--- config.mk ---
export PLATFORM = sky130hd
export DESIGN_NAME = uart_rx_os_flat
export DESIGN_NICKNAME = d
export VERILOG_FILES = /design/src/rtl/uart_rx_os_if.sv /design/src/rtl/uart_rx_os.sv /design/src/flat_wrapper.sv
export SDC_FILE = /design/constraint.sdc
export NUM_CORES = 1
export LEC_CHECK = 0
export BUFFER_PORTS_ARGS = -buffer_cell sky130_fd_sc_hd__buf_4
export CELL_PAD_IN_SITES_DETAIL_PLACEMENT = 1
export CELL_PAD_IN_SITES_GLOBAL_PLACEMENT = 1
export CORE_MARGIN = 2
export CORE_UTILIZATION = 47
export CTS_CLUSTER_SIZE = 28
export DETAILED_ROUTE_END_ITERATION = 8
export PLACE_DENSITY_LB_ADDON = 0.1
export SYNTH_ARGS = -nofsm -noshare
export SYNTH_HDL_FRONTEND = slang
export SYNTH_SLANG_ARGS = --single-unit
--- constraint.sdc ---
create_clock -name clk -period 2.3 [get_ports clk]
set_clock_uncertainty 0.2 [all_clocks]
set_input_delay 0.115 -clock clk [delete_from_list [all_inputs] [get_ports clk]]
set_output_delay 0.115 -clock clk [all_outputs]
set_load 0.01 [all_outputs]
--- src/rtl/uart_rx_os_if.sv ---
// Byte-stream side of the oversampling UART receiver: held word, error flags,
// overrun pulse and the valid/ready handshake.
interface uart_rx_os_if #(
    parameter int DATA_BITS = 8
);
    logic [DATA_BITS-1:0] data_out;
    logic                 valid;
    logic                 ready;
    logic                 parity_err;
    logic                 frame_err;
    logic                 overrun;

    modport master (
        output data_out,
        output valid,
        output parity_err,
        output frame_err,
        output overrun,
        input  ready
    );

    modport slave (
        input  data_out,
        input  valid,
        input  parity_err,
        input  frame_err,
        input  overrun,
        output ready
    );
endinterface

--- src/rtl/uart_rx_os.sv ---
// Oversampling UART receiver: 2-flop synchronizer, mid-bit sampling with
// false-start rejection, optional parity, 1/2 stop bits, valid/ready holding register.
module uart_rx_os #(
    parameter int CLK_DIV    = 27,
    parameter int OVERSAMPLE = 16,
    parameter int DATA_BITS  = 8,
    parameter int PARITY     = 0,
    parameter int STOP_BITS  = 1
) (
    input  logic          clk,
    input  logic          rst,
    input  logic          rx,
    output logic          busy,
    uart_rx_os_if.master  bus
);

    localparam int DIV_W = (CLK_DIV > 2) ? $clog2(CLK_DIV) : 1;
    localparam int OS_W  = $clog2(OVERSAMPLE);
    localparam int BIT_W = $clog2(DATA_BITS + 1);

    localparam logic [DIV_W-1:0] DIV_LAST = DIV_W'(CLK_DIV - 1);
    localparam logic [OS_W-1:0]  OS_MID   = OS_W'(OVERSAMPLE / 2 - 1);
    localparam logic [OS_W-1:0]  OS_LAST  = OS_W'(OVERSAMPLE - 1);
    localparam logic [BIT_W-1:0] BIT_LAST = BIT_W'(DATA_BITS - 1);
    localparam logic             STOP_LAST = 1'(STOP_BITS - 1);

    typedef enum logic [2:0] {
        S_IDLE,
        S_START,
        S_DATA,
        S_PARITY,
        S_STOP
    } state_t;

    state_t               state, state_n;
    logic                 rx_p0, rx_s;
    logic                 armed, armed_n;
    logic [DIV_W-1:0]     div_cnt;
    logic [OS_W-1:0]      os_cnt;
    logic [BIT_W-1:0]     bit_cnt;
    logic                 stop_cnt;
    logic [DATA_BITS-1:0] shreg;
    logic                 perr, ferr, ferr_fin;
    logic                 tick, sample;
    logic                 shift_en, par_en, stop_en, frame_done;
    logic                 hold_free;

    // Expected parity bit for the received data word.
    function automatic logic par_bit(input logic [DATA_BITS-1:0] d);
        par_bit = (PARITY == 2) ? ~(^d) : ^d;
    endfunction

    // Synchronizer: rx idles high, so both flops reset to 1.
    always_ff @(posedge clk or posedge rst) begin
        if (rst) begin
            rx_p0 <= 1'b1;
            rx_s  <= 1'b1;
        end else begin
            rx_p0 <= rx;
            rx_s  <= rx_p0;
        end
    end

    // The start bit is sampled half-way in; every later bit a full bit later.
    assign tick   = (state != S_IDLE) && (div_cnt == DIV_LAST);
    assign sample = tick && (os_cnt == ((state == S_START) ? OS_MID : OS_LAST));
    assign busy   = (state != S_IDLE);

    always_ff @(posedge clk or posedge rst) begin
        if (rst) begin
            state <= S_IDLE;
            armed <= 1'b0;
        end else begin
            state <= state_n;
            armed <= armed_n;
        end
    end

    always_comb begin
        state_n    = state;
        armed_n    = armed;
        shift_en   = 1'b0;
        par_en     = 1'b0;
        stop_en    = 1'b0;
        frame_done = 1'b0;
        ferr_fin   = ferr | ~rx_s;
        unique case (state)
            S_IDLE: begin
                if (rx_s) begin
                    armed_n = 1'b1;
                end else if (armed) begin
                    state_n = S_START;
                end
            end
            S_START: begin
                if (sample) begin
                    state_n = rx_s ? S_IDLE : S_DATA;
                end
            end
            S_DATA: begin
                if (sample) begin
                    shift_en = 1'b1;
                    if (bit_cnt == BIT_LAST) begin
                        state_n = (PARITY != 0) ? S_PARITY : S_STOP;
                    end
                end
            end
            S_PARITY: begin
                if (sample) begin
                    par_en  = 1'b1;
                    state_n = S_STOP;
                end
            end
            S_STOP: begin
                if (sample) begin
                    stop_en = 1'b1;
                    if (stop_cnt == STOP_LAST) begin
                        frame_done = 1'b1;
                        state_n    = S_IDLE;
                        // A low line after the frame must go high before the next start.
                        if (!rx_s) begin
                            armed_n = 1'b0;
                        end
                    end
                end
            end
            default: begin
                state_n = S_IDLE;
            end
        endcase
    end

    always_ff @(posedge clk or posedge rst) begin
        if (rst) begin
            div_cnt  <= '0;
            os_cnt   <= '0;
            bit_cnt  <= '0;
            stop_cnt <= 1'b0;
            perr     <= 1'b0;
            ferr     <= 1'b0;
        end else begin
            div_cnt <= (state == S_IDLE || tick) ? '0 : div_cnt + 1'b1;
            if (state == S_IDLE || sample) begin
                os_cnt <= '0;
            end else if (tick) begin
                os_cnt <= os_cnt + 1'b1;
            end
            if (state == S_IDLE) begin
                bit_cnt  <= '0;
                stop_cnt <= 1'b0;
                perr     <= 1'b0;
                ferr     <= 1'b0;
            end else begin
                if (shift_en) begin
                    bit_cnt <= bit_cnt + 1'b1;
                end
                if (par_en) begin
                    perr <= (rx_s != par_bit(shreg));
                end
                if (stop_en) begin
                    stop_cnt <= stop_cnt + 1'b1;
                    if (!rx_s) begin
                        ferr <= 1'b1;
                    end
                end
            end
        end
    end

    // LSB arrives first, so after DATA_BITS shifts it sits at bit 0.
    always_ff @(posedge clk) begin
        if (shift_en) begin
            shreg <= {rx_s, shreg[DATA_BITS-1:1]};
        end
    end

    assign hold_free = !bus.valid || bus.ready;

    always_ff @(posedge clk or posedge rst) begin
        if (rst) begin
            bus.data_out   <= '0;
            bus.valid      <= 1'b0;
            bus.parity_err <= 1'b0;
            bus.frame_err  <= 1'b0;
            bus.overrun    <= 1'b0;
        end else begin
            bus.overrun <= frame_done && !hold_free;
            if (frame_done && hold_free) begin
                bus.data_out   <= shreg;
                bus.parity_err <= perr;
                bus.frame_err  <= ferr_fin;
                bus.valid      <= 1'b1;
            end else if (bus.valid && bus.ready) begin
                bus.valid <= 1'b0;
            end
        end
    end

endmodule

--- src/flat_wrapper.sv ---
// flat-port wrapper written by rule: the top's interface ports become plain ports
module uart_rx_os_flat 
#(
    parameter int CLK_DIV    = 27,
    parameter int OVERSAMPLE = 16,
    parameter int DATA_BITS  = 8,
    parameter int PARITY     = 0,
    parameter int STOP_BITS  = 1
)
  (clk, rst, rx, busy, bus_data_out, bus_valid, bus_parity_err, bus_frame_err, bus_overrun, bus_ready);
  uart_rx_os_if #(.DATA_BITS(DATA_BITS)) bus_i ();
  input  logic clk;
  input  logic rst;
  input  logic rx;
  output logic busy;
  output wire logic [$bits(bus_i.data_out)-1:0] bus_data_out;
  output wire logic [$bits(bus_i.valid)-1:0] bus_valid;
  output wire logic [$bits(bus_i.parity_err)-1:0] bus_parity_err;
  output wire logic [$bits(bus_i.frame_err)-1:0] bus_frame_err;
  output wire logic [$bits(bus_i.overrun)-1:0] bus_overrun;
  input wire logic [$bits(bus_i.ready)-1:0] bus_ready;
  assign bus_data_out = bus_i.data_out;
  assign bus_valid = bus_i.valid;
  assign bus_parity_err = bus_i.parity_err;
  assign bus_frame_err = bus_i.frame_err;
  assign bus_overrun = bus_i.overrun;
  assign bus_i.ready = bus_ready;
  uart_rx_os #(.CLK_DIV(CLK_DIV), .OVERSAMPLE(OVERSAMPLE), .DATA_BITS(DATA_BITS), .PARITY(PARITY), .STOP_BITS(STOP_BITS)) u_core (.clk(clk), .rst(rst), .rx(rx), .busy(busy), .bus(bus_i));
endmodule
# Yosys cells after proc, flatten, opt, wreduce, memory -nomap -nowiden
# Cells that the tools add are included.
totals:
  regBits: 42
  latchBits: 0
  ram_bits: 0
  romBits: 0
  in_bits: 4
  elab_cells: 100
  n_memories: 0
op_classes:
  n_addsub: 4
  mul: 0
  n_div: 0
  order_cmp: 0
  n_eq_ne: 19
  n_shift: 0
  n_mux: 37
  n_bitwise: 2
  reduce_logical: 22
op_table:
  columns: ["cell", "n"]
  rows:
  - ["two-way mux 3 bit", 8]
  - ["two-way mux 1 bit", 20]
  - ["two-way mux 4 bit", 5]
  - ["case mux 3 bit (5 select lines)", 1]
  - ["inequality test 2 x 1 -> 1 bit (second input constant)", 7]
  - ["nonzero test 2 bit", 6]
  - ["adder 4 x 1 -> 4 bit (second input constant)", 2]
  - ["inequality test 2 bit (second input constant)", 4]
  - ["AND reduction 8 bit", 1]
  - ["parity 8 bit", 1]
  - ["equality test 3 x 2 -> 1 bit (second input constant)", 2]
  - ["adder 5 x 1 -> 5 bit (second input constant)", 1]
  - ["equality test 5 bit (second input constant)", 1]
  - ["logical AND 1 bit", 5]
  - ["two-way mux 5 bit", 1]
  - ["AND reduction 5 bit", 1]
  - ["equality test 4 x 3 -> 1 bit (second input constant)", 1]
  - ["equality test 4 bit", 1]
  - ["equality test 3 x 1 -> 1 bit (second input constant)", 1]
  - ["equality test 3 bit (second input constant)", 1]
  - ["zero test 3 bit", 1]
  - ["logical OR 1 bit", 3]
  - ["nonzero test 3 bit", 1]
  - ["zero test 1 bit", 2]
  - ["7 further kinds", 7]

# Depth between registers and ports, before layout
depth:
  depth_word: 8
  mapped_depth: 9
  depth_no_buf: 7

# Worst setup path before layout
# Ideal clock, no wire load.
synth_timing:
  path_kind: "flip-flop to flip-flop"
  startpoint: "register u_core.div_cnt[0]"
  endpoint: "register u_core.bit_cnt[3]"
  setup_ps: 121
  arrival_ps: 1798
  required_ps: 1979
  slack_ps: 181
  stages_incl_launch_ff: 8
  n_path_buf: 0
  path_cell_list: "dfrtp_1 inv_1 ha_1 nand4b_1 nor4_4 nand4_1 xor2_1 nor2_1"
synth_via:
  elab_chain_len: 6
synth_rtl:
  columns: ["element", "line_no", "text"]
  rows:
  - ["start, declared", "uart_rx_os.sv:38", "logic [DIV_W-1:0] div_cnt;"]
  - ["start signal, assigned", "uart_rx_os.sv:142", "div_cnt <= (state == S_IDLE || tick) ? '0 : div_cnt + 1'b1;"]
  - ["equality test 5 bit", "uart_rx_os.sv:65", "assign tick = (state != S_IDLE) && (div_cnt == DIV_LAST);"]
  - ["logical AND 1 bit", "uart_rx_os.sv:65", null]
  - ["logical AND 1 bit", "uart_rx_os.sv:66", "assign sample = tick && (os_cnt == ((state == S_START) ? OS_MID : OS_LAST));"]
  - ["two-way mux 1 bit", "uart_rx_os.sv:101", "if (sample) begin"]
  - ["two-way mux 1 bit", "uart_rx_os.sv:87", "unique case (state)"]
  - ["net u_core.shift_en", "uart_rx_os.sv:45", "logic shift_en, par_en, stop_en, frame_done;"]
  - ["nonzero test 2 bit (no line)", null, null]
  - ["end signal, assigned", "uart_rx_os.sv:155", "bit_cnt <= bit_cnt + 1'b1;"]
  - ["end, declared", "uart_rx_os.sv:40", "logic [BIT_W-1:0] bit_cnt;"]
# The timed path passes the listed nets, and every way through them passes these cells.
# A chain may end at the register's enable or synchronous reset.

# Worst setup path after layout
layout_timing:
  startpoint: "register u_core.div_cnt[0]"
  endpoint: "register u_core.bus.data_out[0]"
layout_via:
  elab_chain_len: 6
layout_rtl:
  columns: ["element", "line_no", "text"]
  rows:
  - ["equality test 5 bit", "uart_rx_os.sv:65", null]
  - ["logical AND 1 bit", "uart_rx_os.sv:65", null]
  - ["logical AND 1 bit", "uart_rx_os.sv:66", null]
  - ["two-way mux 1 bit", "uart_rx_os.sv:115", "if (sample) begin"]
  - ["two-way mux 1 bit", "uart_rx_os.sv:87", null]
  - ["logical AND 1 bit", "uart_rx_os.sv:188", "if (frame_done && hold_free) begin"]
  - ["end signal, assigned", "uart_rx_os.sv:189", "bus.data_out <= shreg;"]
  - ["end, declared", "uart_rx_os_if.sv:14", "output data_out,"]
# No other way between the ends.

==> reports/qor.yml <==
status:
  outcome: "complete, no violations"
yosys:
  ys_seq_area_share_pct: 57.7
  yosysTopAreaCell: "dfrtp_1"
  synth-edff-count: 8
  synth.avg_cell_area_um2: 12.5
  yosys_warnings: 0
  synthArstFlopShare_pct: 81.0
  synthTopCellsByCount: "dfrtp_1, nor2_1, mux2_2"
  ys_top_cells_by_area: "dfrtp_1, edfxtp_1, mux2_2, xnor2_1, xor2_1"
  syn_nets: 159
  synth_cell_types: 42
  synth_ff_type: "dfrtp_1"
  synthesis.area_mm2: 0.00189
  ys_ff_latch: 42
  synthCells: 151
  yosysMostFrequentCell: "dfrtp_1"
  synth_top_area_share_pct: 42.3
clocking:
  cts_made_buffers: 5
  clk_latency_ps: 290
  clk_pin_slew_worst_paths_ps: 80
  numClockSinks: 42
  clk_path_buf_depth: 2
  h-tree-depth: 2
  root_buffer: "clkbuf_8"
  cts_tree: "done"
setup_path:
  start_kind: "flop"
  cp-end-kind: "flop"
  arrival_ps: 2110
  required_ps: 2270
  cp_max_fo: 10
  crit_type: "flop to flop"
  crit_start: "u_core.div_cnt[0]$_DFF_PP0_"
  r2r_start: "u_core.div_cnt[0]$_DFF_PP0_"
place:
  post-place-ws_ps: -3.12
  place_congestion: 0.799
  placedCellCount: 218
  io_buffers: 16
  postPlaceCellArea_mm2: 0.00209
  place_hpwl_um: 2650
final_layout:
  final_cells: 231
  area_growth_syn_to_layout_pct: 18.0
  final_layout_size_suffix_gt1_share_pct: 28.2
  antenna_cells: 0
  nets: 188
  design_area_mm2: 0.00224
timing:
  setup-tns-final_ps: 0
  fin_crit_ps: 2140
  max_freq_ghz: 0.467
  slew_headroom_pct: 70.9
  final_max_slew_viol_count: 0
  finalSetupViolCount: 0
  fin_ws_ps: 159
  rsz0062_at_grt: "false"
  finalCritPeriodShare_pct: 93.1
  finalHoldViolCount: 0
  worst_pin_slew_ps: 433
flow_run:
  cap_violations: 0
detailed_routing:
  dr.pass1.iters: 4
  vias_per_cell: 5.27
  post_drt_wl_per_cell_um: 15.8
  dr_total_vias: 1217
  first_iter_violations: 41
  drt_wl_total_um: 3650
  ant_nets: 0
  drc_errors: 0
worst_hold_path:
  hold_class: "flop to flop"
  holdCritStartpoint: "u_core.rx_p0$_DFF_PP1_"
power:
  total_power_mw: 1.67
  p_leak_nw: 1.04
  power_density_mw_per_mm2: 746
  ir_drop_mv: 0.428
global_routing:
  track_usage_pct: 18.9
  grt_pass1_wl_um: 6270
  grt_max_degree: 35
  antenna_found_initial: 0
  grt_pass1_vias: 1324
  gr-total-overflow: 0
floorplanning:
  io_pins: 17
  rows: 23
  die_h_um: 67.5
  die_w_um: 67.5
  coreArea_mm2: 0.00394
  initial_core_util_pct: 48.0
  die_area_mm2: 0.00455
[path summary, 6_finish.rpt]
| kind | slack, ps | end | cells after the start |
|---|---|---|---|
| hold / removal | 160 | u_core.rx_s$_DFF_PP1_ | 0 |
| max in group asynchronous | 1280 | u_core.rx_s$_DFF_PP1_ | 4 |
| setup reg to reg | 160 | u_core.bus.data_out[0]$_DFFE_PP0P_ | 8 |
| min in group asynchronous | 290 | u_core.bus.frame_err$_DFFE_PP0P_ | 4 |
| hold reg to reg | 160 | u_core.rx_s$_DFF_PP1_ | 0 |
| setup / recovery | 160 | u_core.bus.data_out[0]$_DFFE_PP0P_ | 8 |
[critical path, stage by stage (launching register included)]
cell and delay (ps):
dfrtp_1 380, inv_1 60, ha_1 150, and4b_1 220
and3_4 230, nand4_4 130, nor2b_4 170, buf_12 140
mux2_2 340
[routing by layer]
layer / track usage [%] / wire (um) / up-vias / part of all wire (%)
met1: 23.3 / 1660 / 609 / 45
met2: 32.5 / 1850 / 18 / 51
met4: 6.89 / 42 / 0 / 1.1
met3: 4.17 / 107 / 4 / 2.9
li1: - / - / 586 / -
met5: 0 / 0 / - / 0
[sequential cells by signal, indices dropped and copies added, names as in the netlist]
signal and flops:
u_core.armed 1, u_core.bit_cnt 4, u_core.bus.data_out 8, u_core.bus.frame_err 1, u_core.bus.overrun 1, u_core.bus.parity_err 1
u_core.bus.valid 1, u_core.div_cnt 5, u_core.ferr 1, u_core.os_cnt 4, u_core.perr 1, u_core.rx_p0 1
u_core.rx_s 1, u_core.shreg 8, u_core.state 3, u_core.stop_cnt 1
[cell usage in the layout (no fill, tap or decap), types with 3 or more instances in the layout]
master / synthesis / final
nand3_1: 4 / 4
dlygate4sd3_1: 0 / 3
nor2_1: 18 / 18
nand2_1: 7 / 7
xnor2_1: 9 / 9
dfrtp_1: 32 / 32
buf_4: 1 / 24
nand4_1: 3 / 3
ha_1: 4 / 4
mux2_2: 10 / 10
edfxtp_1: 8 / 8
a21oi_1: 7 / 7
xor2_1: 8 / 8
o21ai_0: 4 / 4
clkbuf_8: 0 / 5
[report_power, final]
part / internal (mW) / switching [mW]
sequential: 0.821 / 0.0589
combinational: 0.150 / 0.180
clock: 0.209 / 0.249
[through the flow]
step	hold slack (ps)	util [%]
finish	164	56.7
global route	167	56.7
CTS	166	56.0
detailed placement	29.2	53.1
global placement	24.3	53.1
floorplan	-80.5	-
[kinds of logic after synthesis]
kind of cell | count (synthesis) | share of synthesized area (%)
compound gates | 18 | 5.75
mux | 12 | 7.07
xor+xnor | 17 | 7.86
fa+ha+maj | 4 | 2.64
simple gates | 49 | 15.7
flops | 42 | 57.7
buf+inv | 9 | 3.24
[area by class of cell]
class                      count  area [um^2]
sequential                    42         1090
tap                           50         62.6
timing repair buffer          28          230
fill                         398         1710
clock buffer                   6         72.6
clock inverter                 2         8.76
multi-input combinational    100          757
inverter                       3         11.3
[repair_timing]
item,in CTS,in global routing
gates resized for setup,1,2
buffers inserted,0,2
setup endpoints to repair,2,10
hold buffers,3,0
hold endpoints to repair,35,0
(Power assumes the default switching activity.)
